--- config.mk ---
export PLATFORM = sky130hd
export DESIGN_NAME = aes_input_loader
export DESIGN_NICKNAME = d
export VERILOG_FILES = /design/src/rtl/aes_input_loader.sv
export SDC_FILE = /design/constraint.sdc
export NUM_CORES = 1
export LEC_CHECK = 0
export CAP_MARGIN = 20
export CORE_MARGIN = 1
export CORE_UTILIZATION = 30
export DETAILED_ROUTE_END_ITERATION = 10
export PLACE_DENSITY_LB_ADDON = 0.12
export RECOVER_POWER = 100
export SLEW_MARGIN = 10
export SYNTH_ARGS = -nofsm -noshare
export SYNTH_HDL_FRONTEND = slang
export SYNTH_SLANG_ARGS = --single-unit
export TNS_END_PERCENT = 5
--- constraint.sdc ---
create_clock -name clk_in -period 2.1 [get_ports clk_in]
set_clock_uncertainty 0.05 [all_clocks]
set_input_delay 0.315 -clock clk_in [delete_from_list [all_inputs] [get_ports clk_in]]
set_output_delay 0.315 -clock clk_in [all_outputs]
set_load 0.01 [all_outputs]
--- src/rtl/aes_input_loader.sv ---
// aes_input_loader: streams a frame into the AES input buffer, appends the sentinel,
// then runs the engine until completion. Define AES_LOADER_PAD_EN for 128-bit block padding.
module aes_input_loader #(
  parameter int unsigned BASE_ADDR = 0,
  parameter int unsigned MAX_WORDS = 256,
  parameter logic [31:0] SENTINEL  = 32'hDEADBEEF
) (
  input  logic        clk_in,
  input  logic        rst_n_in,
  input  logic [31:0] s_data_in,
  input  logic        s_valid_in,
  input  logic        s_last_in,
  output logic        s_ready_out,
  input  logic        mode_decrypt_in,
  output logic [3:0]  mem_we_out,
  output logic [9:0]  mem_addr_out,
  output logic [31:0] mem_data_out,
  output logic [2:0]  aes_ctrl_out,
  input  logic        aes_complete_in,
  output logic        busy_out,
  output logic        done_out,
  output logic        overflow_err_out,
  output logic        sentinel_err_out
);
  localparam int unsigned CNT_W = $clog2(MAX_WORDS) + 1;
`ifdef AES_LOADER_PAD_EN
  localparam int unsigned LIM = ((MAX_WORDS - 1) / 4) * 4;
`else
  localparam int unsigned LIM = MAX_WORDS - 1;
`endif
  localparam logic [CNT_W-1:0] LIM_C = CNT_W'(LIM);

  typedef enum logic [2:0] {
    IDLE  = 3'd0,
    LOAD  = 3'd1,
`ifdef AES_LOADER_PAD_EN
    PAD   = 3'd2,
`endif
    TERM  = 3'd3,
    START = 3'd4,
    WAIT  = 3'd5,
    DONE  = 3'd6
  } state_e;

  state_e           state_q, state_d;
  logic [CNT_W-1:0] cnt_q, cnt_d;
  logic             we_q, we_d;
  logic [9:0]       addr_q, addr_d;
  logic [31:0]      data_q, data_d;
  logic [2:0]       ctrl_q, ctrl_d;
  logic             done_q, done_d;
  logic             ovf_q, ovf_d;
  logic             serr_q, serr_d;
  logic             mode_q, mode_d;
  logic             accept;
  logic             last_hit;
  logic [9:0]       wr_addr;

  assign s_ready_out      = (state_q == IDLE) || (state_q == LOAD);
  assign accept           = s_valid_in && s_ready_out;
  assign wr_addr          = 10'(BASE_ADDR + 32'(cnt_q));
  assign busy_out         = (state_q != IDLE);
  assign mem_we_out       = {4{we_q}};
  assign mem_addr_out     = addr_q;
  assign mem_data_out     = data_q;
  assign aes_ctrl_out     = ctrl_q;
  assign done_out         = done_q;
  assign overflow_err_out = ovf_q;
  assign sentinel_err_out = serr_q;

  always_comb begin
    state_d  = state_q;
    cnt_d    = cnt_q;
    we_d     = 1'b0;
    addr_d   = addr_q;
    data_d   = data_q;
    ctrl_d   = ctrl_q;
    done_d   = 1'b0;
    ovf_d    = ovf_q;
    serr_d   = serr_q;
    mode_d   = mode_q;
    last_hit = 1'b0;
    case (state_q)
      IDLE: begin
        if (accept) begin
          mode_d   = mode_decrypt_in;
          we_d     = 1'b1;
          addr_d   = wr_addr;
          data_d   = s_data_in;
          cnt_d    = CNT_W'(1);
          ovf_d    = 1'b0;
          serr_d   = (s_data_in == SENTINEL);
          state_d  = LOAD;
          last_hit = s_last_in;
        end
      end
      LOAD: begin
        if (accept) begin
          // Beats past the limit are swallowed so the sentinel slot stays free.
          if (cnt_q == LIM_C) begin
            ovf_d = 1'b1;
          end else begin
            we_d   = 1'b1;
            addr_d = wr_addr;
            data_d = s_data_in;
            cnt_d  = cnt_q + CNT_W'(1);
            if (s_data_in == SENTINEL) serr_d = 1'b1;
          end
          last_hit = s_last_in;
        end
      end
`ifdef AES_LOADER_PAD_EN
      PAD: begin
        we_d   = 1'b1;
        addr_d = wr_addr;
        data_d = 32'h0;
        cnt_d  = cnt_q + CNT_W'(1);
        if (cnt_d[1:0] == 2'b00) state_d = TERM;
      end
`endif
      TERM: begin
        we_d    = 1'b1;
        addr_d  = wr_addr;
        data_d  = SENTINEL;
        state_d = START;
      end
      START: begin
        ctrl_d  = mode_q ? 3'b010 : 3'b001;
        state_d = WAIT;
      end
      WAIT: begin
        if (aes_complete_in) begin
          ctrl_d  = 3'b000;
          done_d  = 1'b1;
          state_d = DONE;
        end
      end
      DONE: begin
        cnt_d   = '0;
        state_d = IDLE;
      end
      default: state_d = IDLE;
    endcase
    if (last_hit) begin
`ifdef AES_LOADER_PAD_EN
      state_d = (cnt_d[1:0] == 2'b00) ? TERM : PAD;
`else
      state_d = TERM;
`endif
    end
  end

  always_ff @(posedge clk_in or negedge rst_n_in) begin
    if (!rst_n_in) begin
      state_q <= IDLE;
      cnt_q   <= '0;
      we_q    <= 1'b0;
      addr_q  <= 10'(BASE_ADDR);
      data_q  <= 32'h0;
      ctrl_q  <= 3'b000;
      done_q  <= 1'b0;
      ovf_q   <= 1'b0;
      serr_q  <= 1'b0;
      mode_q  <= 1'b0;
    end else begin
      state_q <= state_d;
      cnt_q   <= cnt_d;
      we_q    <= we_d;
      addr_q  <= addr_d;
      data_q  <= data_d;
      ctrl_q  <= ctrl_d;
      done_q  <= done_d;
      ovf_q   <= ovf_d;
      serr_q  <= serr_d;
      mode_q  <= mode_d;
    end
  end
endmodule

## Word level (Yosys, flattened, before mapping)

Cells that the tools add are included.

| cells by class | value |
|---|---|
| $add $sub $neg | 1 |
| equal/unequal tests | 16 |
| multiplexer cells | 36 |
| reductions and logical operators | 16 |

Operators with widths:

| kind | number |
|---|---|
| $mux W32 | 3 |
| $pmux W32 S3 | 1 |
| $eq A32 B32 Y1 const B | 1 |
| $mux W10 | 3 |
| $pmux W10 S3 | 1 |
| $mux W9 | 3 |
| $pmux W9 S3 | 1 |
| $pmux W3 S5 | 1 |
| $mux W1 | 14 |
| $mux W3 | 4 |
| $reduce_and A4 Y1 | 3 |
| $ne A2 B2 Y1 const B | 5 |
| $add A9 B1 Y9 const B | 1 |
| $eq A3 B3 Y1 const B | 3 |
| $eq A9 B8 Y1 const B | 1 |
| $reduce_bool A3 Y1 | 3 |
| $ne A3 B3 Y1 const B | 2 |
| $pmux W3 S2 | 1 |
| $reduce_and A5 Y1 | 1 |
| $ne A2 B1 Y1 const B | 2 |
| $pmux W1 S2 | 2 |
| $reduce_and A2 Y1 | 2 |
| $reduce_bool A2 Y1 | 2 |
| $eq A3 B1 Y1 const B | 1 |
| other kinds (8) | 8 |

| storage, ports and cells | value |
|---|---|
| register bits after elaboration | 62 |
| bits of input ports | 38 |
| output and inout port bits | 54 |
| logic and storage cells | 79 |

## Longest topological paths before layout

Gate-level depths: netlist of run 1.

| depth | value |
|---|---|
| word-level depth | 7 |
| gate-level depth with buffers | 9 |
| gate-level depth less buffers | 8 |

## Worst setup path before layout of run 1

Ideal clock, no wire load.

| timing | value |
|---|---|
| path type | register to register |
| start | register cnt_q[0] |
| end | register addr_q[2] (netlist: mem_addr_out[2]) |
| setup time | 0.125 ns |
| data arrival time | 1.943 ns |
| required time | 1.925 ns |
| path slack | -0.017 ns |
| stages on the path, launching flop included | 10 |
| buffers on the path | 1 |
| clock period less this slack | 2.117 ns |
| cells stage by stage | dfrtp_1 > ha_1 > nand3_1 > nor2_1 > ha_1 > nand2_1 > nand3b_1 > a21oi_2 > buf_4 > mux2_2 |

| between the ends | value |
|---|---|
| longest elaborated chain between the ends | 3 |

Ends and longest elaborated chain:

| element | RTL line | RTL |
|---|---|---|
| start, declared | 46 | `logic [CNT_W-1:0] cnt_q, cnt_d;` |
| start signal, assigned | 167 | `cnt_q <= cnt_d;` |
| $eq A9 B8 Y1 | 100 | `if (cnt_q == LIM_C) begin` |
| $ne A2 B2 Y1 (no line) | -- |  |
| $reduce_and A4 Y1 (no line) | -- |  |
| end signal, assigned | 158 | `addr_q <= 10'(BASE_ADDR);` |
| end signal, assigned | 169 | `addr_q <= addr_d;` |
| end, declared | 48 | `logic [9:0] addr_q, addr_d;` |

No other way between the ends.
A chain may end at the register's enable or synchronous reset.

## Worst setup path after layout of run 1

| timing | value |
|---|---|
| start | register cnt_q[0] |
| end | register data_q[10] (netlist: mem_data_out[10]) |

| between the ends | value |
|---|---|
| longest elaborated chain between the ends | 3 |

Ends and longest elaborated chain:

| element | RTL line | RTL |
|---|---|---|
| $eq A9 B8 Y1 | 100 |  |
| $ne A2 B2 Y1 (no line) | -- |  |
| $reduce_and A4 Y1 (no line) | -- |  |
| end signal, assigned | 170 | `data_q <= data_d;` |
| end, declared | 49 | `logic [31:0] data_q, data_d;` |

No other way between the ends.

==> results of run 1 <==
-- timing repair --
item	CTS	global route
endpoints found under the setup margin	34	41
gates cloned	0	2
pin swaps	1	0
gates resized for setup	2	8
setup buffers	0	1
endpoints found under the hold margin	17	0
hold buffers	1	0
-- cell usage in the layout (no fill, tap or decap), types with 2 or more instances in the layout --
cell             netlist  final
a22o_1                 3      3
nor4_1                 2      2
clkbuf_2               0      3
clkbuf_8               0     10
nand3b_1               2      2
a21oi_1                8      8
buf_4                 11     18
mux2_2                31     28
dfrtp_1               60     59
nand2b_1              25     25
clkbuf_1               2      3
mux2_4                 0      4
o21ai_0                4      4
ha_2                   0      2
clkdlybuf4s50_1        0     37
mux2_1                 3      2
mux2i_1                8      8
nand4b_1               4      4
nand4_1                4      4
conb_1                 1      2
nor2_1                 6      6
nand2_1               20     19
o31ai_1                5      5
or3_1                  4      4
inv_1                 12     12
dlygate4sd3_1          0     51
nand3_1                5      5
buf_12                 0      4
bufinv_16              0      2
or4_1                  3      3
-- power groups by stage --
stage / sequential [W] / combinational, W / clock, W
CTS: 0.00189 / 0.00258 / 0.00120
global route: 0.00194 / 0.00273 / 0.00125
finish: 0.00187 / 0.00250 / 0.00116
floorplan: 0.00203 / 0.00111 / 0
global placement: 0.00190 / 0.00254 / 0
detailed placement: 0.00190 / 0.00256 / 0
-- cell type report --
class | instances | area (sq um) | share of cell area [%]
flip-flops and latches | 60 | 1503 | 35.53
repair buffers | 118 | 1166 | 27.57
multi-input cells | 153 | 1162 | 27.49
clock buffers | 12 | 145.1 | 3.432
well taps | 108 | 135.1 | 3.195
clock inverters | 4 | 72.57 | 1.716
inverters | 12 | 45.04 | 1.065
-- through the flow --
stage | TNS, ns | util, %
6_report | 0 | 47.79
5_1_grt | -0.4562 | 47.79
4_1_cts | 0 | 47.20
3_5_place_dp | -0.4275 | 44.58
3_3_place_gp | -0.1501 | 44.58
2_1_floorplan | -0.4568 | -
-- how the worst min path moves through the flow --
stage | start | to | slack [ns] | cells after the start
after floorplan | rst_n_in | aes_ctrl_out[0]$_DFFE_PN0P_ | -0.03 | 0
after global placement | rst_n_in | mem_addr_out[5]$_DFFE_PN0P_ | 0.23 | 1
after detailed placement | rst_n_in | mem_addr_out[5]$_DFFE_PN0P_ | 0.23 | 1
after CTS | rst_n_in | mem_addr_out[5]$_DFFE_PN0P_ | 0.40 | 2
after global routing | mem_addr_out[3]$_DFFE_PN0P_ | mem_addr_out[3]$_DFFE_PN0P_ | 0.46 | 1
final | aes_ctrl_out[0]$_DFFE_PN0P_ | aes_ctrl_out[0]$_DFFE_PN0P_ | 0.43 | 2
-- metal layers --
layer	vias up	wire, um
met5	-	0
met4	0	82
met3	9	469
met2	63	3223
met1	1053	2927
li1	1060	-
-- state kept, by name (all words and copies together), names as in the netlist --
signal            flops
aes_ctrl_out          2
cnt_q                 9
done_out              1
mem_addr_out          9
mem_data_out         32
mode_q                1
overflow_err_out      1
sentinel_err_out      1
state_q               3
we_q                  1
-- cell families (layout without fill, tap and decap cells) --
group	Yosys count	count (layout)	share of synthesized area, %
other	1	2	0.1343
DFF	60	60	53.79
AOI/OAI and AO/OA	25	25	6.052
adders and majority gates	2	2	0.8963
buffers and inverters	29	146	5.782
muxes	42	42	16.58
and+or+nand+nor	82	82	16.76
-- critical path, cell delays in order (launching register included) --
cell	delay, ns
dfrtp_1	0.39
ha_2	0.19
nand3_1	0.06
nor2_1	0.05
ha_2	0.18
nand2_2	0.09
nand3b_1	0.12
a21oi_4	0.16
buf_12	0.14
buf_2	0.17
mux2_2	0.34
==> run_results.csv, run 1 <==
group,metric,value,unit
clock_network,numCtsBuffers,9,
clock_network,numClockSinks,60,
power,switching_share,32.26,%
logic_synthesis,synth_ff_type,"dfrtp_1",
floorplan,initial_core_util,31.55,%
worst_setup_path,critical_path_peak_fanout,5,
worst_setup_path,worst_setup_path_start_kind,"register",
place,numPortBuffers,89,
worst_setup_path,cp.required,2.27,ns
route,firstDrtPassIters,7,
route,drt_iter0_markers,88,
timing,worst_pin_slew,1.016,ns
power,p_total,0.005522,W
route,drt.antenna.violating_nets,0,
worst_setup_path,r2r_start,"cnt_q[0]$_DFFE_PN0P_",
timing,rsz0062_at_grt,"true",
power,pwr-share-clk,21.0,%
job,cap_violations,0,
logic_synthesis,ys_top_cells_by_area,"dfrtp_1, mux2_2, nand2b_1",
logic_synthesis,synth-async-reset-ratio,100.0,%
power,power_density,1306,nW/um^2
power,comb_power_share,45.2,%
place,place_hpwl,4.825,mm
power,p_leak,1.904,nW
cells_and_area,final-instance-count-excl-fill,467,
timing,post-route-min-period,2.044,ns
logic_synthesis,ys_ff_latch,60,
place,place.gp.congestion,0.7238,
worst_setup_path,r2r_slack,0.06,ns
global_route,grt_usage,15.23,%
place,pre_cts_ws,-0.1481,ns
floorplan,core,8848,sq um
logic_synthesis,synthCells,241,
global_route,met2_usage,24.00,%
route,drt-vias-per-instance,4.679,
cells_and_area,layout.nets,394,
cells_and_area,n_fill_cell,868,
power,p_sw,0.001781,W
global_route,met1_usage,18.62,%
route,drc,3,
route,wl,6.703,mm
global_route,grt_antenna_before_repair,0,
worst_setup_path,endpoint,"mem_data_out[10]$_DFFE_PN0P_",
floorplan,dieArea,9694,sq um
place,place_inst,447,
global_route,gr-usage-met3,7.660,%
clock_network,htree_levels,3,
timing,layout_setup_ws,0.05574,ns
run_status,violations,"design-rule violations",
power,vdd_drop_max,557.6,uV
worst_setup_path,reg2reg_to,"mem_data_out[10]$_DFFE_PN0P_",
timing,period_share,97.35,%
clock_network,root_buffer,"clkbuf_8",
route,via_count,2185,
floorplan,io_pins,92,
logic_synthesis,synth_top_area_cell,"dfrtp_1",
logic_synthesis,syn_area,2791,sq um
logic_synthesis,ys_top_cells_by_count,"dfrtp_1, mux2_2, nand2b_1",
timing,whs,0.4297,ns
timing,setup_viol,0,
place,place_area,3945,sq um
timing,max_freq,489.2,MHz
worst_setup_path,crit_arrival,2.22,ns
clock_network,cts_buffer_depth,2,
cells_and_area,area_growth_syn_to_layout,51.50,%
worst_setup_path,r2r_cells,10,
timing,hold_viol,0,
logic_synthesis,syn_avg_cell_area,11.58,sq um
floorplan,die_w,98.46,um
logic_synthesis,ys_seq_area_share,53.79,%
worst_setup_path,startpoint,"cnt_q[0]$_DFFE_PN0P_",
logic_synthesis,synth_edf_count,0,
route,wl_per_cell,14.35,um
clock_network,clk_latency,0.33,ns
floorplan,die_h,98.46,um
cells_and_area,drive_gt1_share,22.56,%
cells_and_area,insertedDiodeCount,0,
floorplan,placementRows,34,
timing,slew-limit-headroom,32.28,%
logic_synthesis,synth.distinct_cells,37,
worst_setup_path,crit_type,"register to register",
clock_network,cts_tree,"yes",
power,p_seq_share,33.8,%
logic_synthesis,synth_top_area_share,53.79,%
global_route,grt_max_degree,44,
clock_network,clk_pin_slew,0.07,ns
timing,slew_viol_final,0,
global_route,grt_busiest_layer,"met2",
global_route,first_global_vias,2281,
global_route,grt_overflow,0,
cells_and_area,final_area,4229,sq um
run_status,status,"finished with violations",
min_path,hp-class,"register to register",
power,p_int,0.003741,W
logic_synthesis,yosysWarnings,0,
worst_setup_path,endpoint_kind,"register",
logic_synthesis,synth.most_common_cell,"dfrtp_1",
global_route,grt_pass1_wl,11.32,mm
(Power assumes the default switching activity.)
==> run 2: changes to the inputs <==
CORE_UTILIZATION = 40   (was 30)
==> run_results.csv, run 2 (synthesis gave the netlist of run 1 again) <==
group,metric,value,unit
cells_and_area,final_cell_mix,"dfrtp_1, dlygate4sd3_1, clkdlybuf4s50_1",
route,wl,6.928,mm
worst_setup_path,crit_chain,"ha_2 > nand3_2 > nor2_2 > ha_2 > nand2_2 > nand3b_1 > a21oi_4 > buf_6 > clkbuf_16 > mux2_4",
global_route,met1_usage,23.26,%
floorplan,initial_core_util,41.31,%
clock_network,clk_pin_slew,0.07,ns
worst_setup_path,cp_slowest_cell,"dfrtp_1",
worst_setup_path,critical_path_peak_fanout,5,
worst_setup_path,worst_path_most_repeated_cell,"ha_2",
cells_and_area,final-instance-count-excl-fill,446,
floorplan,dieArea,7316,sq um
clock_network,htree_levels,3,
worst_setup_path,r2r_slack,0.02,ns
cells_and_area,area_growth_syn_to_layout,58.14,%
global_route,grt_max_degree,34,
global_route,grt_antenna_before_repair,0,
route,firstDrtPassIters,4,
worst_setup_path,worst_setup_path_start_kind,"register",
timing,post-route-min-period,2.083,ns
cells_and_area,final_area,4414,sq um
timing,setup_viol,0,
route,drc,0,
route,via_count,2243,
route,wl_per_cell,15.53,um
global_route,grt_overflow,0,
global_route,met2_usage,30.11,%
worst_setup_path,cp.required,2.26,ns
timing,layout_setup_ws,0.01735,ns
place,place_hpwl,4.467,mm
clock_network,numClockSinks,60,
cells_and_area,layout_commonest_cell,"dfrtp_1",
place,place_area,3855,sq um
worst_setup_path,crit_type,"register to register",
global_route,grt_busiest_layer,"met2",
cells_and_area,insertedDiodeCount,0,
route,drt_iter0_markers,78,
worst_setup_path,crit_arrival,2.25,ns
cells_and_area,drive_gt1_share,25.68,%
global_route,gr-usage-met3,5.101,%
floorplan,core,6756,sq um
power,p_int,0.004123,W
floorplan,die_w,85.54,um
power,p_total,0.006036,W
run_status,status,"complete, no violations",
worst_setup_path,r2r_cells,10,
power,vdd_drop_max,761.7,uV
power,comb_power_share,49.0,%
timing,hold_viol,0,
power,power_density,1367,nW/um^2
power,switching_share,31.69,%
global_route,grt_pass1_wl,10.46,mm
timing,max_freq,480.2,MHz
floorplan,io_pins,92,
power,p_leak,2.060,nW
cells_and_area,largest_reg_flops,32,
timing,worst_pin_slew,0.7699,ns
power,p_seq_share,31.5,%
cells_and_area,layout.nets,402,
power,p_sw,0.001913,W
job,cap_violations,0,
worst_setup_path,endpoint_kind,"register",
floorplan,placementRows,30,
clock_network,cts_buffer_depth,2,
place,pre_cts_ws,-0.03398,ns
route,drt.antenna.violating_nets,0,
min_path,hp-class,"input port to async pin",
global_route,first_global_vias,2155,
clock_network,clk_latency,0.33,ns
timing,rsz0062_at_grt,"true",
timing,slew-limit-headroom,48.68,%
clock_network,root_buffer,"clkbuf_8",
place,place.gp.congestion,0.7001,
floorplan,die_h,85.54,um
global_route,grt_usage,18.48,%
place,place_inst,415,
timing,period_share,99.17,%
clock_network,cts_tree,"yes",
timing,slew_viol_final,0,
worst_setup_path,cp_slowest_stage_delay,0.38,ns
clock_network,numCtsBuffers,9,
power,pwr-share-clk,19.5,%
place,numPortBuffers,89,
route,drt-vias-per-instance,5.029,
## run 2: cell types whose count changed in the layout (fill, tap and decap cells not counted), moves of 2 or more
cell	delta
mux2_4	+29
clkbuf_16	+2
mux2_1	-2
buf_6	+4
buf_4	+3
mux2_2	-27
## run 2: area by class of cell
class	count	area, sq um
well taps	80	100.1
clock buffers	11	151.4
clock inverters	4	72.57
flip-flops and latches	60	1504
fillers	561	2342
repair buffers	126	1262
multi-input cells	153	1279
inverters	12	45.04
## run 2: worst max-delay path, delay by kind of cell (launching register included)
kind                     cells  cell delay [ns]
buffers and inverters        2             0.31
adder cells (fa/ha/maj)      2             0.38
AND/OR/NAND/NOR              4             0.32
flip-flops                   1             0.38
multiplexers                 1             0.29
AO/OA/AOI/OAI                1             0.23
## run 2: worst paths after layout
check	from	end
max in group asynchronous	rst_n_in	mem_data_out[6]$_DFFE_PN0P_
min	rst_n_in	mem_addr_out[6]$_DFFE_PN0P_
max reg2reg	cnt_q[1]$_DFFE_PN0P_	mem_data_out[13]$_DFFE_PN0P_
min reg2reg	aes_ctrl_out[0]$_DFFE_PN0P_	aes_ctrl_out[0]$_DFFE_PN0P_
max	cnt_q[1]$_DFFE_PN0P_	mem_data_out[13]$_DFFE_PN0P_
min in group clk_in	aes_ctrl_out[0]$_DFFE_PN0P_	aes_ctrl_out[0]$_DFFE_PN0P_
## run 2: stage by stage
stage	hold slack (ns)	util, %	TNS (ns)
2_1_floorplan	-0.03059	-	-0.4568
3_3_place_gp	0.05672	57.06	0
3_5_place_dp	0.05460	57.06	-0.5528
4_1_cts	0.2476	61.37	0
5_1_grt	0.2662	65.33	-1.935
6_report	0.2564	65.33	0
## run 2: what timing repair did
item,CTS,global route
gates cloned,1,4
endpoints found under the hold margin,60,0
setup endpoints to repair,33,39
resized for setup,6,45
pin swaps,2,4
hold buffers,1,0
setup buffers,2,10
## run 2: layer usage
metal | vias up | part of all wire [%] | routed length [um]
li1 | 1072 | - | -
met1 | 1092 | 44 | 3073
met2 | 71 | 48 | 3354
met3 | 8 | 5.7 | 396
met4 | 0 | 1.5 | 104
met5 | - | 0 | 0
## run 2: power by group through the flow
stage	combinational [W]	sequential (W)	clock, W
global route	0.00316	0.00196	0.00125
CTS	0.00259	0.00190	0.00120
floorplan	0.00111	0.00203	0
detailed placement	0.00247	0.00191	0
global placement	0.00244	0.00190	0
finish	0.00296	0.00190	0.00118
